File: src/rtl/bch_codec_serial.sv
// Serial BCH(2^M-1, K, T) codec for T = 1 or 2: LFSR encoder and a syndrome/Chien decoder sharing one FSM.
// Optional saturating status counters are enabled by defining BCH_STATUS_CNT_EN.
module bch_codec_serial #(
  parameter int          M         = 4,
  parameter int          T         = 2,
  parameter logic [8:0]  PRIM_POLY = 9'h013,
  parameter logic [16:0] GEN_POLY  = 17'h001D1,
  localparam int         N         = (1 << M) - 1,
  localparam int         NK        = M * T,
  localparam int         K         = N - NK
) (
  input  logic         clk,
  input  logic         rst,
  input  logic         in_valid,
  output logic         in_ready,
  input  logic         in_mode,
  input  logic [N-1:0] in_word,
  output logic         out_valid,
  input  logic         out_ready,
  output logic [N-1:0] out_codeword,
  output logic [K-1:0] out_data,
  output logic [1:0]   out_err_count,
  output logic         out_err_detected,
  output logic         out_uncorrectable,
  output logic [15:0]  stat_corrected,
  output logic [15:0]  stat_uncorrectable
);

  function automatic logic [M-1:0] gf_mul(input logic [M-1:0] a, input logic [M-1:0] b);
    logic [M-1:0] acc, sh;
    acc = '0;
    sh  = a;
    for (int i = 0; i < M; i++) begin
      if (b[i]) acc = acc ^ sh;
      sh = sh[M-1] ? ((sh << 1) ^ PRIM_POLY[M-1:0]) : (sh << 1);
    end
    return acc;
  endfunction

  function automatic logic [M-1:0] gf_alpha_pow(input int e);
    logic [M-1:0] r;
    r = M'(1);
    for (int i = 0; i < e; i++) r = gf_mul(r, M'(2));
    return r;
  endfunction

  localparam logic [M-1:0] ALPHA    = gf_alpha_pow(1);
  localparam logic [M-1:0] ALPHA3   = gf_alpha_pow(3);
  localparam logic [M-1:0] ALPHA_I1 = gf_alpha_pow(N - 1);
  localparam logic [M-1:0] ALPHA_I2 = gf_alpha_pow(N - 2);
  localparam logic [M-1:0] K_LAST   = M'(K - 1);
  localparam logic [M-1:0] N_LAST   = M'(N - 1);

  typedef enum logic [2:0] {IDLE, ENC, SYN, SOLVE, CHIEN, DONE} state_t;

  state_t        state, state_nx;
  logic          mode, det, unc;
  logic [N-1:0]  rx, sh, cw, pos;
  logic [NK-1:0] par;
  logic [M-1:0]  s1, s3, t0, t1, t2, cnt;
  logic [1:0]    roots, roots_exp, err_cnt;

  logic [M-1:0]  s1_sq, s1_cu, chien_eval;
  logic          s1_zero, syn_zero, root_hit;
  logic [1:0]    roots_nx;

  always_comb begin
    s1_sq      = gf_mul(s1, s1);
    s1_cu      = gf_mul(s1_sq, s1);
    s1_zero    = (s1 == '0);
    syn_zero   = s1_zero && (T == 1 || s3 == '0);
    chien_eval = t0 ^ t1 ^ t2;
    root_hit   = (chien_eval == '0);
    roots_nx   = (root_hit && roots != 2'd3) ? roots + 2'd1 : roots;
  end

  always_ff @(posedge clk) begin
    if (rst) state <= IDLE;
    else     state <= state_nx;
  end

  always_comb begin
    state_nx = state;
    in_ready = (state == IDLE);
    case (state)
      IDLE:    if (in_valid) state_nx = in_mode ? SYN : ENC;
      ENC:     if (cnt == K_LAST) state_nx = DONE;
      SYN:     if (cnt == N_LAST) state_nx = SOLVE;
      SOLVE:   state_nx = (syn_zero || (T == 2 && s1_zero)) ? DONE : CHIEN;
      CHIEN:   if (cnt == N_LAST) state_nx = DONE;
      DONE:    if (out_valid && out_ready) state_nx = IDLE;
      default: state_nx = IDLE;
    endcase
  end

  always_ff @(posedge clk) begin
    if (rst) begin
      mode <= 1'b0; det <= 1'b0; unc <= 1'b0;
      rx <= '0; sh <= '0; cw <= '0; pos <= '0; par <= '0;
      s1 <= '0; s3 <= '0; t0 <= '0; t1 <= '0; t2 <= '0; cnt <= '0;
      roots <= '0; roots_exp <= '0; err_cnt <= '0;
      out_valid <= 1'b0; out_codeword <= '0; out_err_count <= '0;
      out_err_detected <= 1'b0; out_uncorrectable <= 1'b0;
    end else begin
      cnt <= (state_nx != state) ? '0 : cnt + M'(1);
      case (state)
        IDLE: if (in_valid) begin
          mode <= in_mode;
          rx   <= in_word;
          // Both encode and syndrome phases consume bits from the MSB of sh
          sh   <= in_mode ? in_word : {in_word[K-1:0], {NK{1'b0}}};
          par  <= '0;
          s1   <= '0;
          s3   <= '0;
        end
        ENC: begin
          sh  <= sh << 1;
          par <= (par << 1) ^ ((sh[N-1] ^ par[NK-1]) ? GEN_POLY[NK-1:0] : '0);
        end
        SYN: begin
          sh <= sh << 1;
          s1 <= gf_mul(s1, ALPHA) ^ M'(sh[N-1]);
          s3 <= gf_mul(s3, ALPHA3) ^ M'(sh[N-1]);
        end
        SOLVE: begin
          cw      <= rx;
          pos     <= N'(1);
          roots   <= '0;
          det     <= !syn_zero;
          err_cnt <= '0;
          unc     <= !syn_zero && T == 2 && s1_zero;
          // Locator scaled by S1 so no field inversion is needed
          if (T == 1) begin
            t0        <= M'(1);
            t1        <= s1;
            t2        <= '0;
            roots_exp <= 2'd1;
          end else begin
            t0        <= s1;
            t1        <= s1_sq;
            t2        <= s3 ^ s1_cu;
            roots_exp <= (s3 == s1_cu) ? 2'd1 : 2'd2;
          end
        end
        CHIEN: begin
          t1    <= gf_mul(t1, ALPHA_I1);
          t2    <= gf_mul(t2, ALPHA_I2);
          pos   <= pos << 1;
          roots <= roots_nx;
          if (root_hit) cw <= cw ^ pos;
          if (cnt == N_LAST) begin
            if (roots_nx == roots_exp) begin
              err_cnt <= roots_nx;
            end else begin
              unc <= 1'b1;
              cw  <= rx;
            end
          end
        end
        DONE: begin
          if (!out_valid) begin
            out_valid         <= 1'b1;
            out_codeword      <= mode ? cw : {rx[K-1:0], par};
            out_err_count     <= mode ? err_cnt : 2'd0;
            out_err_detected  <= mode && det;
            out_uncorrectable <= mode && unc;
          end else if (out_ready) begin
            out_valid <= 1'b0;
          end
        end
        default: ;
      endcase
    end
  end

  assign out_data = out_codeword[N-1:N-K];

`ifdef BCH_STATUS_CNT_EN
  logic [15:0] cnt_corr, cnt_unc;

  always_ff @(posedge clk) begin
    if (rst) begin
      cnt_corr <= '0;
      cnt_unc  <= '0;
    end else if (out_valid && out_ready && mode) begin
      if (out_err_count != 2'd0 && cnt_corr != 16'hFFFF) cnt_corr <= cnt_corr + 16'd1;
      if (out_uncorrectable && cnt_unc != 16'hFFFF)      cnt_unc  <= cnt_unc + 16'd1;
    end
  end

  assign stat_corrected     = cnt_corr;
  assign stat_uncorrectable = cnt_unc;
`else
  assign stat_corrected     = '0;
  assign stat_uncorrectable = '0;
`endif

endmodule
File: config.mk
export PLATFORM = sky130hd
export DESIGN_NAME = bch_codec_serial
export DESIGN_NICKNAME = d
export VERILOG_FILES = /design/src/rtl/bch_codec_serial.sv
export SDC_FILE = /design/constraint.sdc
export NUM_CORES = 1
export LEC_CHECK = 0
export CAP_MARGIN = 10
export CORE_ASPECT_RATIO = 1.75
export CORE_MARGIN = 5
export CORE_UTILIZATION = 55
export CTS_BUF_LIST = sky130_fd_sc_hd__clkbuf_16
export CTS_CLUSTER_SIZE = 25
export DETAILED_ROUTE_END_ITERATION = 16
export PLACE_DENSITY = 0.83
export SYNTH_ARGS = -nofsm -noshare
export SYNTH_HDL_FRONTEND = slang
export SYNTH_SLANG_ARGS = --single-unit
export TNS_END_PERCENT = 5
File: constraint.sdc
create_clock -name clk -period 5.62 [get_ports clk]
set_input_delay 0.562 -clock clk [delete_from_list [all_inputs] [get_ports clk]]
set_output_delay 0.562 -clock clk [all_outputs]
set_load 0.01 [all_outputs]
Yosys cells after proc, flatten, opt, wreduce, memory -nomap -nowiden
Index checks and enable logic that the tools add are counted.
W data, S select, Z words.
{ "word_totals": {"register_bits": 124, "in_bits": 20, "output_inout_bits": 60, "elab_cells": 168} }
{ "classes": {"n_addsub": 2, "n_eq_ne": 15, "muxes": 70, "n_bitwise": 33, "reduce_logical": 25} }
{ "ops": {"columns": ["op", "n"], "rows": [
  ["$mux W15", 6],
  ["$pmux W15 S2", 3],
  ["$mux W4", 19],
  ["$xor A4 B4 Y4", 12],
  ["$mux W2", 21],
  ["$pmux W4 S2", 4],
  ["$not A2 Y2", 15],
  ["$pmux W3 S6", 1],
  ["$mux W8", 2],
  ["$pmux W8 S2", 1],
  ["$mux W3", 5],
  ["$xor A15 B15 Y15", 1],
  ["$logic_not A4 Y1", 3],
  ["$ne A2 B2 Y1 const B", 5],
  ["$reduce_and A2 Y1", 5],
  ["$pmux W2 S2", 2],
  ["$reduce_bool A2 Y1", 4],
  ["$xor A4 B1 Y4", 2],
  ["$xor A8 B8 Y8", 1],
  ["$eq A3 B2 Y1 const B", 2],
  ["$eq A3 B3 Y1 const B", 2],
  ["$logic_and A1 B1 Y1", 6],
  ["$reduce_and A3 Y1", 2],
  ["$mux W1", 5],
  ["15 further kinds", 16]
]} }

Longest topological paths before layout
Gate-level depths: netlist of the first run.
{ "logic_depth": {"depth_word": 18, "mapped_depth": 11, "depth_no_buf": 9} }

Worst setup path after synthesis of the first run
No wires, ideal clock.
{ "synth_timing": {"path_type": "register to register", "start": "reg s1[3]", "end": "reg roots_exp[0]", "setup_time_ns": 0.096, "arrival_ns": 2.926, "required_time_ns": 5.524, "slack_ns": 2.599, "path_stages_with_launch": 12, "path_buffers": 2, "synth_period_minus_slack_ns": 3.021, "cell_sequence": "dfxtp_1 buf_2 inv_1 ha_1 a21bo_2 a22o_1 a2111o_1 a31o_1 and2_4 buf_6 o32a_1 o41ai_2"} }
{ "synth_via": {"elab_chain_cells": 17, "word_cells_on_any_way": 25, "cone_classes": "eq/ne (1); mux (14); bitwise (10)"} }
{ "synth_lines": {"columns": ["item", "line_no", "text"], "rows": [
  ["start: declaration", "60", "logic [M-1:0] s1, s3, t0, t1, t2, cnt;"],
  ["start signal: assignment", "122", "s1 <= gf_mul(s1, ALPHA) ^ M'(sh[N-1]);"],
  ["$mux W2", "35", "sh = sh[M-1] ? ((sh << 1) ^ PRIM_POLY[M-1:0]) : (sh << 1);"],
  ["$xor A4 B4 Y4", "34", "if (b[i]) acc = acc ^ sh;"],
  ["$mux W4", "34", null],
  ["$xor A4 B4 Y4", "34", null],
  ["$mux W4", "34", null],
  ["$xor A4 B4 Y4", "34", null],
  ["$mux W4", "34", null],
  ["$not A2 Y2 (no line)", null, null],
  ["$mux W2", "35", null],
  ["$xor A4 B4 Y4", "34", null],
  ["$mux W4", "34", null],
  ["$xor A4 B4 Y4", "34", null],
  ["$mux W4", "34", null],
  ["$xor A4 B4 Y4", "34", null],
  ["$mux W4 *", "34", null],
  ["$eq A4 B4 Y1 *", "142", "roots_exp <= (s3 == s1_cu) ? 2'd1 : 2'd2;"],
  ["$mux W2 *", "142", null],
  ["end signal: assignment", "142", null],
  ["end: declaration", "61", "logic [1:0] roots, roots_exp, err_cnt;"]
]} }
Mark *: on every way between the ends. The rest lies on a longest branch, timed or not.
A chain may end at the register's enable or synchronous reset.

Worst setup path after layout of the first run
{ "layout_timing": {"start": "reg s1[2]", "end": "reg roots_exp[0]"} }
{ "layout_via": {"elab_chain_cells": 16, "word_cells_on_any_way": 25, "cone_classes": "eq/ne (1); mux (14); bitwise (10)"} }
{ "layout_lines": {"columns": ["item", "line_no"], "rows": [
  ["$mux W4", "34"],
  ["$xor A4 B4 Y4", "34"],
  ["$mux W4", "34"],
  ["$xor A4 B4 Y4", "34"],
  ["$mux W4", "34"],
  ["$xor A4 B4 Y4", "34"],
  ["$mux W4 (2 in series)", "34"],
  ["$xor A4 B4 Y4", "34"],
  ["$mux W4", "34"],
  ["$xor A4 B4 Y4", "34"],
  ["$mux W4", "34"],
  ["$xor A4 B4 Y4", "34"],
  ["$mux W4 *", "34"],
  ["$eq A4 B4 Y1 *", "142"],
  ["$mux W2 *", "142"]
]} }
Marked as above.

==> results.yml, run 1 <==
worst_setup_path:
  path_class: "register to register"
  path_depth: 9
  end_kind: "register"
  cpMaxStageDelayCell: "dfxtp_1"
  worstPathCellList: "clkinv_1 -> ha_1 -> a21bo_2 -> a22o_1 -> a2111o_1 -> a31o_1 -> and2_4 -> o32a_1 -> o41ai_2"
  crit_buf_inv: 1
  reg2reg_from: "s1[2]$_SDFFE_PP0P_"
  critPathTopFamily: "compound AO/OA/AOI/OAI gates"
  r2r_cells: 9
  cp_max_fo: 22
  ff2ff_setup_slack_ps: 1890
  worstSetupStartpointType: "register"
  r2r-end: "roots_exp[0]$_SDFFE_PP0P_"
  arrival_ps: 4050
  crit_required_ps: 5940
  slowest_delay_ps: 810
global_route:
  antenna_found_initial: 0
  grt_pass1_vias: 5619
  grt-ovfl-total: 0
  grt_max_degree: 97
  grt_pass1_wl_um: 26580
  grt_use_total_pct: 23.43
clock_network:
  cts_resized: 0
  tritoncts: "yes"
  clock-sinks: 124
  cts_hold_buf: 0
  insertion_delay_ps: 410
  clk_pin_slew_ps: 60
  cts_buffers: 17
  cts_setup_buffers: 0
  cts_buffer_depth: 2
  cts-root-buf: "clkbuf_16"
  cts-htree-levels: 4
route:
  num_vias: 5690
  drt-vias-per-instance: 5.915
  ant_nets: 0
  top_layer_used: "met4"
  dr_wl_met2_um: 8959
  drt_first_pass_iters: 5
  drt-total-wl_um: 16400
  wl_met1_um: 5942
  wl_per_cell_um: 17.05
  route.detailed.drc: 0
  drtIter0Drc: 436
  dr_wl_met3_um: 719
hold_path:
  hold_path.class: "register to register"
  min_delay_path_depth: 2
  min_from: "out_err_detected$_SDFFE_PP0P_"
  whs_endpoint: "out_err_detected$_SDFFE_PP0P_"
synthesis:
  synth_area_per_cell_um2: 8.057
  yosys_warnings: 0
  synth_ff_type: "dfxtp_1"
  yosysSeqAreaShare_pct: 38.04
  synth-async-reset-ratio_pct: 0
  netlist_area_mm2: 0.006526
  synth-edff-count: 0
  synth-seq-cells: 124
  synth_cell_types: 62
  postSynthCellCount: 810
floorplan:
  core_area_mm2: 0.01158
  dieArea_mm2: 0.01423
  die_h_um: 154.1
  rows: 52
  die_width_um: 92.35
  start_util_pct: 56.35
  ios: 80
cells_and_area:
  drive_gt1_share_pct: 6.771
  syn_to_final_growth_pct: 13.90
  final_common_cell: "dfxtp_1"
  layout_common_cells: "dfxtp_1 (124), a21oi_1 (114), nand2_1 (111)"
  final_nets: 842
  antenna_cells: 0
  instances_no_fill: 962
sta:
  setup_viol: 0
  rsz0062_at_grt: "no"
  fmax_mhz: 267.9
  fin_skew_ps: 6.592
  fin_tns_setup_ps: 0
  hold_viol: 0
  post-route-period-util_pct: 66.41
  relSlewSlack_pct: 13.91
  tightest_slew_ps: 1290
  fin_crit_ps: 3732
  report.final.slew_viol_count: 0
flow_run:
  maxCapViolations: 0
pwr:
  p_leak_nw: 2.686
  finalPower_w: 0.002355
  pwr_density_cell_mw_per_mm2: 316.9
  ir_worst_vdd_mv: 0.2447
placement:
  portBuffers: 47
  dp.final_hpwl_um: 11320
  gp_congestion: 0.9569
  dp_cells: 931
run_status:
  status: "finished, final reports clean"
-- power by group --
group          total (W)  switching (W)  internal (W)
sequential      0.000945      0.0000357      0.000909
clock            0.00117       0.000397      0.000777
combinational   0.000237       0.000151     0.0000853
total            0.00236       0.000584       0.00177
-- worst reg2reg max path, stage by stage (launching register included) --
cell	delay, ps
dfxtp_1	810
clkinv_1	440
ha_1	490
a21bo_2	280
a22o_1	200
a2111o_1	390
a31o_1	220
and2_4	180
o32a_1	330
o41ai_2	310
-- final cells by class --
type | count | area, um^2
Fill cell | 995 | 4148
Multi-Input combinational cell | 610 | 3601
Sequential cell | 124 | 2482
Timing Repair Buffer | 55 | 528.0
Clock buffer | 17 | 425.4
Clock inverter | 14 | 201.4
Tap cell | 135 | 168.9
Inverter | 7 | 26.28
-- synth_stat cells, types with 6 or more instances --
| cell type | number | area, um^2 |
|---|---|---|
| o211ai_1 | 6 | 45.04 |
| nor2_1 | 89 | 334.1 |
| nand2_1 | 111 | 416.7 |
| mux2i_1 | 25 | 250.2 |
| a211oi_1 | 28 | 210.2 |
| a21oi_1 | 114 | 570.6 |
| nand3_1 | 28 | 140.1 |
| dfxtp_1 | 124 | 2482 |
| ha_1 | 7 | 87.58 |
| a22oi_1 | 22 | 165.2 |
| o21ai_0 | 12 | 60.06 |
| xnor3_1 | 7 | 157.7 |
| buf_4 | 41 | 307.8 |
| nor3_1 | 12 | 60.06 |
| a31oi_1 | 6 | 37.54 |
| and2_1 | 6 | 37.54 |
| a21o_1 | 15 | 112.6 |
| xor2_1 | 12 | 105.1 |
| clkbuf_1 | 51 | 191.4 |
| inv_1 | 6 | 22.52 |
| xnor2_1 | 19 | 166.4 |
-- how the worst max path moves through the flow --
stage | slack (ps) | endpoint | from
after CTS | 1940 | roots_exp[0]$_SDFFE_PP0P_ | s1[2]$_SDFFE_PP0P_
after global routing | 1650 | roots_exp[0]$_SDFFE_PP0P_ | s1[2]$_SDFFE_PP0P_
after floorplan | 2600 | roots_exp[0]$_SDFFE_PP0P_ | s1[3]$_SDFFE_PP0P_
final | 1890 | roots_exp[0]$_SDFFE_PP0P_ | s1[2]$_SDFFE_PP0P_
after detailed placement | 1940 | roots_exp[0]$_SDFFE_PP0P_ | s1[2]$_SDFFE_PP0P_
after global placement | 2020 | roots_exp[0]$_SDFFE_PP0P_ | s1[2]$_SDFFE_PP0P_
-- flip-flops by register name, indices dropped and copies added (netlist names), 2 cells and up --
name and flops:
s3 4, t2 4, rx 15, state 3, roots_exp 2, s1 4, t0 4, cnt 4
out_err_count 2, t1 4, pos 15, cw 15, par 8, out_codeword 15, err_cnt 2, sh 15
roots 2
-- through the flow --
stage	area (um^2)	worst slack, ps	utilization [%]	hold WS (ps)
after floorplan	6643	2599	-	430.0
final	7433	1888	64.19	446.1
after CTS	7433	1937	64.19	451.0
after global placement	6807	2016	58.77	438.3
after global routing	7433	1647	64.19	467.1
after detailed placement	6807	1939	58.77	443.8
-- routing by layer --
layer  track usage [%]  vias up
li1                  -     2777
met1             24.12     2681
met2             42.73      184
met3             4.743       48
met4             13.96        0
met5                 0        -
-- kinds of logic after synthesis --
family          Yosys count  synth area share [%]
fa+ha+maj                 7                 1.342
mux                      29                 4.563
flops                   124                 38.04
other cells               1               0.05746
simple gates            274                 18.23
compound gates          228                 21.97
xor+xnor                 40                 7.074
buf+inv                 107                 8.723
(Power assumes the default switching activity.)
==> run 2: changes to the inputs <==
Clock period 5.62 ns to 3.8 ns, I/O delays scaled along.
==> run 2 against run 1 <==
Net effect: clock power up 46%; first-iteration DRC count down 39%; combinational power up 52%; clock skew about the same; sequential power up 48%; final cell count up 0.73%; clock-buffer cell count unchanged; register-to-register slack worse by 1200 ps; critical path depth unchanged; critical path type unchanged.
==> results.yml, run 2 (synthesis results as in run 1) <==
worst_setup_path:
  ff2ff_setup_slack_ps: 660
  cp_max_fo: 9
  path_class: "register to register"
  worstSetupStartpointType: "register"
  crit_required_ps: 4120
  end_kind: "register"
  arrival_ps: 3460
route:
  drtIter0Drc: 265
  top_layer_used: "met4"
  dr_wl_met3_um: 746
  drt_first_pass_iters: 4
  num_vias: 5773
  drt-total-wl_um: 16400
  route.detailed.drc: 0
  wl_per_cell_um: 16.93
  dr_wl_met2_um: 8921
  wl_met1_um: 5978
  ant_nets: 0
  drt-vias-per-instance: 5.958
sta:
  fin_skew_ps: 6.275
  fmax_mhz: 318.4
  fin_tns_setup_ps: 0
  report.final.slew_viol_count: 0
  tightest_slew_ps: 1152
  setup_viol: 0
  relSlewSlack_pct: 23.12
  hold_viol: 0
  fin_crit_ps: 3141
  rsz0062_at_grt: "no"
  post-route-period-util_pct: 82.66
pwr:
  finalPower_w: 0.003465
  seqPwrFrac_pct: 40.3
  clkPwrFrac_pct: 49.3
  ir_worst_vdd_mv: 0.3332
  power_frac_comb_pct: 10.4
  p_sw_w: 0.0008954
  switching_share_pct: 25.84
  pwr_density_cell_mw_per_mm2: 463.5
  p_leak_nw: 2.700
  intPower_w: 0.002569
floorplan:
  die_width_um: 92.35
  core_area_mm2: 0.01158
  die_h_um: 154.1
  dieArea_mm2: 0.01423
  ios: 80
  start_util_pct: 56.35
  rows: 52
clock_network:
  cts-root-buf: "clkbuf_16"
  cts_setup_buffers: 0
  clock-sinks: 124
  cts_hold_buf: 0
  cts_buffer_depth: 2
  cts_buffers: 17
  cts-htree-levels: 4
  clk_pin_slew_ps: 60
  insertion_delay_ps: 420
  tritoncts: "yes"
  cts_resized: 0
cells_and_area:
  layout_common_cells: "dfxtp_1 (124), a21oi_1 (114), nand2_1 (111)"
  syn_to_final_growth_pct: 14.53
  drive_gt1_share_pct: 7.794
  antenna_cells: 0
  final_common_cell: "dfxtp_1"
  final_nets: 848
  fill_cells: 960
global_route:
  grt_pass1_wl_um: 26790
  grt_pass1_vias: 5664
  grt-ovfl-total: 0
  grt_use_total_pct: 23.36
  grt_max_degree: 86
  antenna_found_initial: 0
hold_path:
  hold_path.class: "register to register"
placement:
  gp_congestion: 0.8885
  dp.final_hpwl_um: 11440
  portBuffers: 47
flow_run:
  maxCapViolations: 0
run_status:
  status: "finished, final reports clean"
==> run 2: changes by cell type in the layout (fill, tap and decap cells not counted) <==
cell        before  now
bufinv_16        5    4
buf_4            9   15
clkinvlp_4       2    6
clkinv_1         3    1
clkinv_2         4    3
inv_6            0    1
==> run 2: power groups by stage <==
stage               combinational, W  clock (W)  sequential, W
global placement            0.000350          0        0.00142
detailed placement          0.000355          0        0.00142
global route                0.000397    0.00179        0.00140
floorplan                   0.000302          0        0.00139
finish                      0.000361    0.00171        0.00140
CTS                         0.000358    0.00172        0.00139
==> run 2: area by class of cell <==
cell class                 instances  area (um^2)  share of cell area, %
multi-input combinational        610         3601                  48.18
clock inverter                    15        197.7                  2.645
clock buffer                      17        425.4                  5.691
tap                              135        168.9                  2.260
inverter                           7        26.28                 0.3515
sequential                       124         2482                  33.21
timing repair buffer              61        573.1                  7.667
==> run 2: final timing paths <==
| kind | cells past startpoint | endpoint | from |
|---|---|---|---|
| setup / recovery | 9 | roots_exp[0]$_SDFFE_PP0P_ | s1[3]$_SDFFE_PP0P_ |
| hold reg to reg | 2 | out_err_count[0]$_SDFFE_PP0P_ | out_err_count[0]$_SDFFE_PP0P_ |
| setup reg to reg | 9 | roots_exp[0]$_SDFFE_PP0P_ | s1[3]$_SDFFE_PP0P_ |
| hold / removal | 2 | out_err_count[0]$_SDFFE_PP0P_ | out_err_count[0]$_SDFFE_PP0P_ |
==> run 2: stage by stage <==
step / setup WS (ps) / hold WS (ps) / std cells / util [%] / cell area, um^2
after floorplan: 778.6 / 430.0 / 841 / - / 6643
after global placement: 766.7 / 437.6 / 937 / 59.16 / 6852
after detailed placement: 655.9 / 448.6 / 937 / 59.16 / 6852
after CTS: 651.8 / 457.8 / 969 / 64.54 / 7475
after global routing: 416.6 / 474.3 / 969 / 64.54 / 7475
final: 659.1 / 453.9 / 969 / 64.54 / 7475
==> run 2: critical path, cell delays in order, from the launching register on <==
cell and delay, ps:
dfxtp_1 360, buf_4 190, ha_1 500, xor2_2 320, nand4_1 160, a2111o_1 450, a31o_1 210, and2_4 180
o32a_1 340, o41ai_2 330
==> run 2: routing by layer <==
metal	up-vias	global-route usage [%]
met3	58	5.134
met2	184	43.80
met1	2741	23.28
li1	2790	-
met4	0	12.69
met5	-	0
==> run 3: changes to the inputs <==
Clock period 3.8 ns to 3.2 ns, I/O delays scaled along.
==> run 3 against run 2 <==
Net effect: cell area is 0.25% higher; register-to-register slack worse by 490 ps; via count is 1.0% higher; clock power is 11% higher; highest routed layer unchanged; sequential power is 18% higher.
==> results.yml, run 3 (synthesis results as in run 1) <==
worst_setup_path:
  cp_max_fo: 8
  r2r-end: "roots_exp[0]$_SDFFE_PP0P_"
  crit_required_ps: 3520
  r2r_cells: 8
  startpoint: "s1[3]$_SDFFE_PP0P_"
  reg2reg_from: "s1[3]$_SDFFE_PP0P_"
  end_kind: "register"
  arrival_ps: 3360
  ff2ff_setup_slack_ps: 170
  worstSetupStartpointType: "register"
  path_class: "register to register"
run_status:
  status: "finished, final reports clean"
floorplan:
  die_width_um: 92.35
  ios: 80
  start_util_pct: 56.35
  dieArea_mm2: 0.01423
  core_area_mm2: 0.01158
  rows: 52
  die_h_um: 154.1
hold_path:
  min_from: "rst"
  whs_endpoint: "roots[0]$_SDFFE_PP0P_"
  min_delay_path_depth: 2
  hold_path.class: "primary input to register"
route:
  route.detailed.drc: 0
  drtIter0Drc: 390
  ant_nets: 0
  drt_first_pass_iters: 5
  drt-vias-per-instance: 5.964
  num_vias: 5833
  wl_per_cell_um: 16.79
  drt-total-wl_um: 16420
clock_network:
  clk_pin_slew_ps: 60
  cts_resized: 0
  tritoncts: "yes"
  cts-root-buf: "clkbuf_16"
  cts_buffers: 17
  cts-htree-levels: 4
  cts_setup_buffers: 0
  cts_hold_buf: 0
  cts_buffer_depth: 2
  clock-sinks: 124
  insertion_delay_ps: 420
cells_and_area:
  instances_no_fill: 978
  final_nets: 857
  syn_to_final_growth_pct: 14.82
  drive_gt1_share_pct: 8.541
  multiInputGateArea_mm2: 0.003601
  layout_common_cells: "dfxtp_1 (124), a21oi_1 (114), nand2_1 (111)"
  final_util_pct: 64.70
  fill_cells: 977
  regArea_mm2: 0.002482
  antenna_cells: 0
  final_common_cell: "dfxtp_1"
sta:
  report.final.slew_viol_count: 0
  hold_viol: 0
  fin_tns_setup_ps: 0
  finalWorstSetupSlack_ps: 165.8
  fin_crit_ps: 3034
  tightest_slew_ps: 882.2
  fmax_mhz: 329.6
  fin_skew_ps: 3.795
  post-route-period-util_pct: 94.82
  relSlewSlack_pct: 41.01
  setup_viol: 0
  rsz0062_at_grt: "no"
pwr:
  seqPwrFrac_pct: 41.5
  ir_worst_vdd_mv: 0.4363
  switching_share_pct: 27.02
  pwr_density_cell_mw_per_mm2: 530.0
  p_leak_nw: 2.735
  power_frac_comb_pct: 11.0
  finalPower_w: 0.003971
  intPower_w: 0.002898
  clkPwrFrac_pct: 47.5
  p_sw_w: 0.001073
global_route:
  grt_max_degree: 55
  grt_pass1_vias: 5594
  grt-ovfl-total: 0
  grt_use_total_pct: 23.32
  antenna_found_initial: 0
  grt_pass1_wl_um: 26670
placement:
  dp.final_hpwl_um: 11460
  gp_congestion: 0.8976
  portBuffers: 47
  dpl_worst_slack_ps: 200.3
  dp_cells: 946
flow_run:
  maxCapViolations: 0
-- run 3: power by group through the flow --
stage          registers, W  clock network [W]  logic, W
2_1_floorplan       0.00165                  0  0.000359
3_3_place_gp        0.00168                  0  0.000423
3_5_place_dp        0.00168                  0  0.000430
4_1_cts             0.00165            0.00190  0.000435
5_1_grt             0.00165            0.00197  0.000482
6_report            0.00165            0.00189  0.000437
-- run 3: cell type report --
cell class / instances / share of cell area [%]
sequential: 124 / 33.13
timing repair buffer: 70 / 8.549
clock inverter: 15 / 1.987
tap: 135 / 2.254
clock buffer: 17 / 5.677
multi-input combinational: 610 / 48.05
inverter: 7 / 0.3506
-- run 3: worst max-delay path by stage --
stage,to,slack (ps),depth (start not counted)
2_1_floorplan,roots_exp[0]$_SDFFE_PP0P_,180,11
3_3_place_gp,roots_exp[0]$_SDFFE_PP0P_,260,8
3_5_place_dp,roots_exp[0]$_SDFFE_PP0P_,200,8
4_1_cts,roots_exp[0]$_SDFFE_PP0P_,190,8
5_1_grt,roots_exp[0]$_SDFFE_PP0P_,10,8
6_report,roots_exp[0]$_SDFFE_PP0P_,170,8
-- run 3: layer usage --
| layer | up-vias | share of wire [%] | track usage (%) |
|---|---|---|---|
| met5 | - | 0 | 0 |
| met4 | 0 | 4.0 | 11.84 |
| met3 | 52 | 4.4 | 4.645 |
| met2 | 184 | 54 | 43.42 |
| met1 | 2793 | 37 | 24.17 |
| li1 | 2804 | - | - |
-- run 3: through the flow --
step | area, um^2 | hold WS [ps]
after floorplan | 6643 | 430.0
after detailed placement | 6919 | 443.4
after global routing | 7493 | 413.5
after global placement | 6919 | 436.8
after CTS | 7493 | 385.2
final | 7493 | 385.7
-- run 3: critical path, cell delays in order (launching register included) --
cell and delay, ps:
dfxtp_1 390, ha_1 540, xor2_2 330, nand4_1 170, a2111o_1 460, a31o_1 210
and2_4 180, o32a_1 340, o41ai_2 320
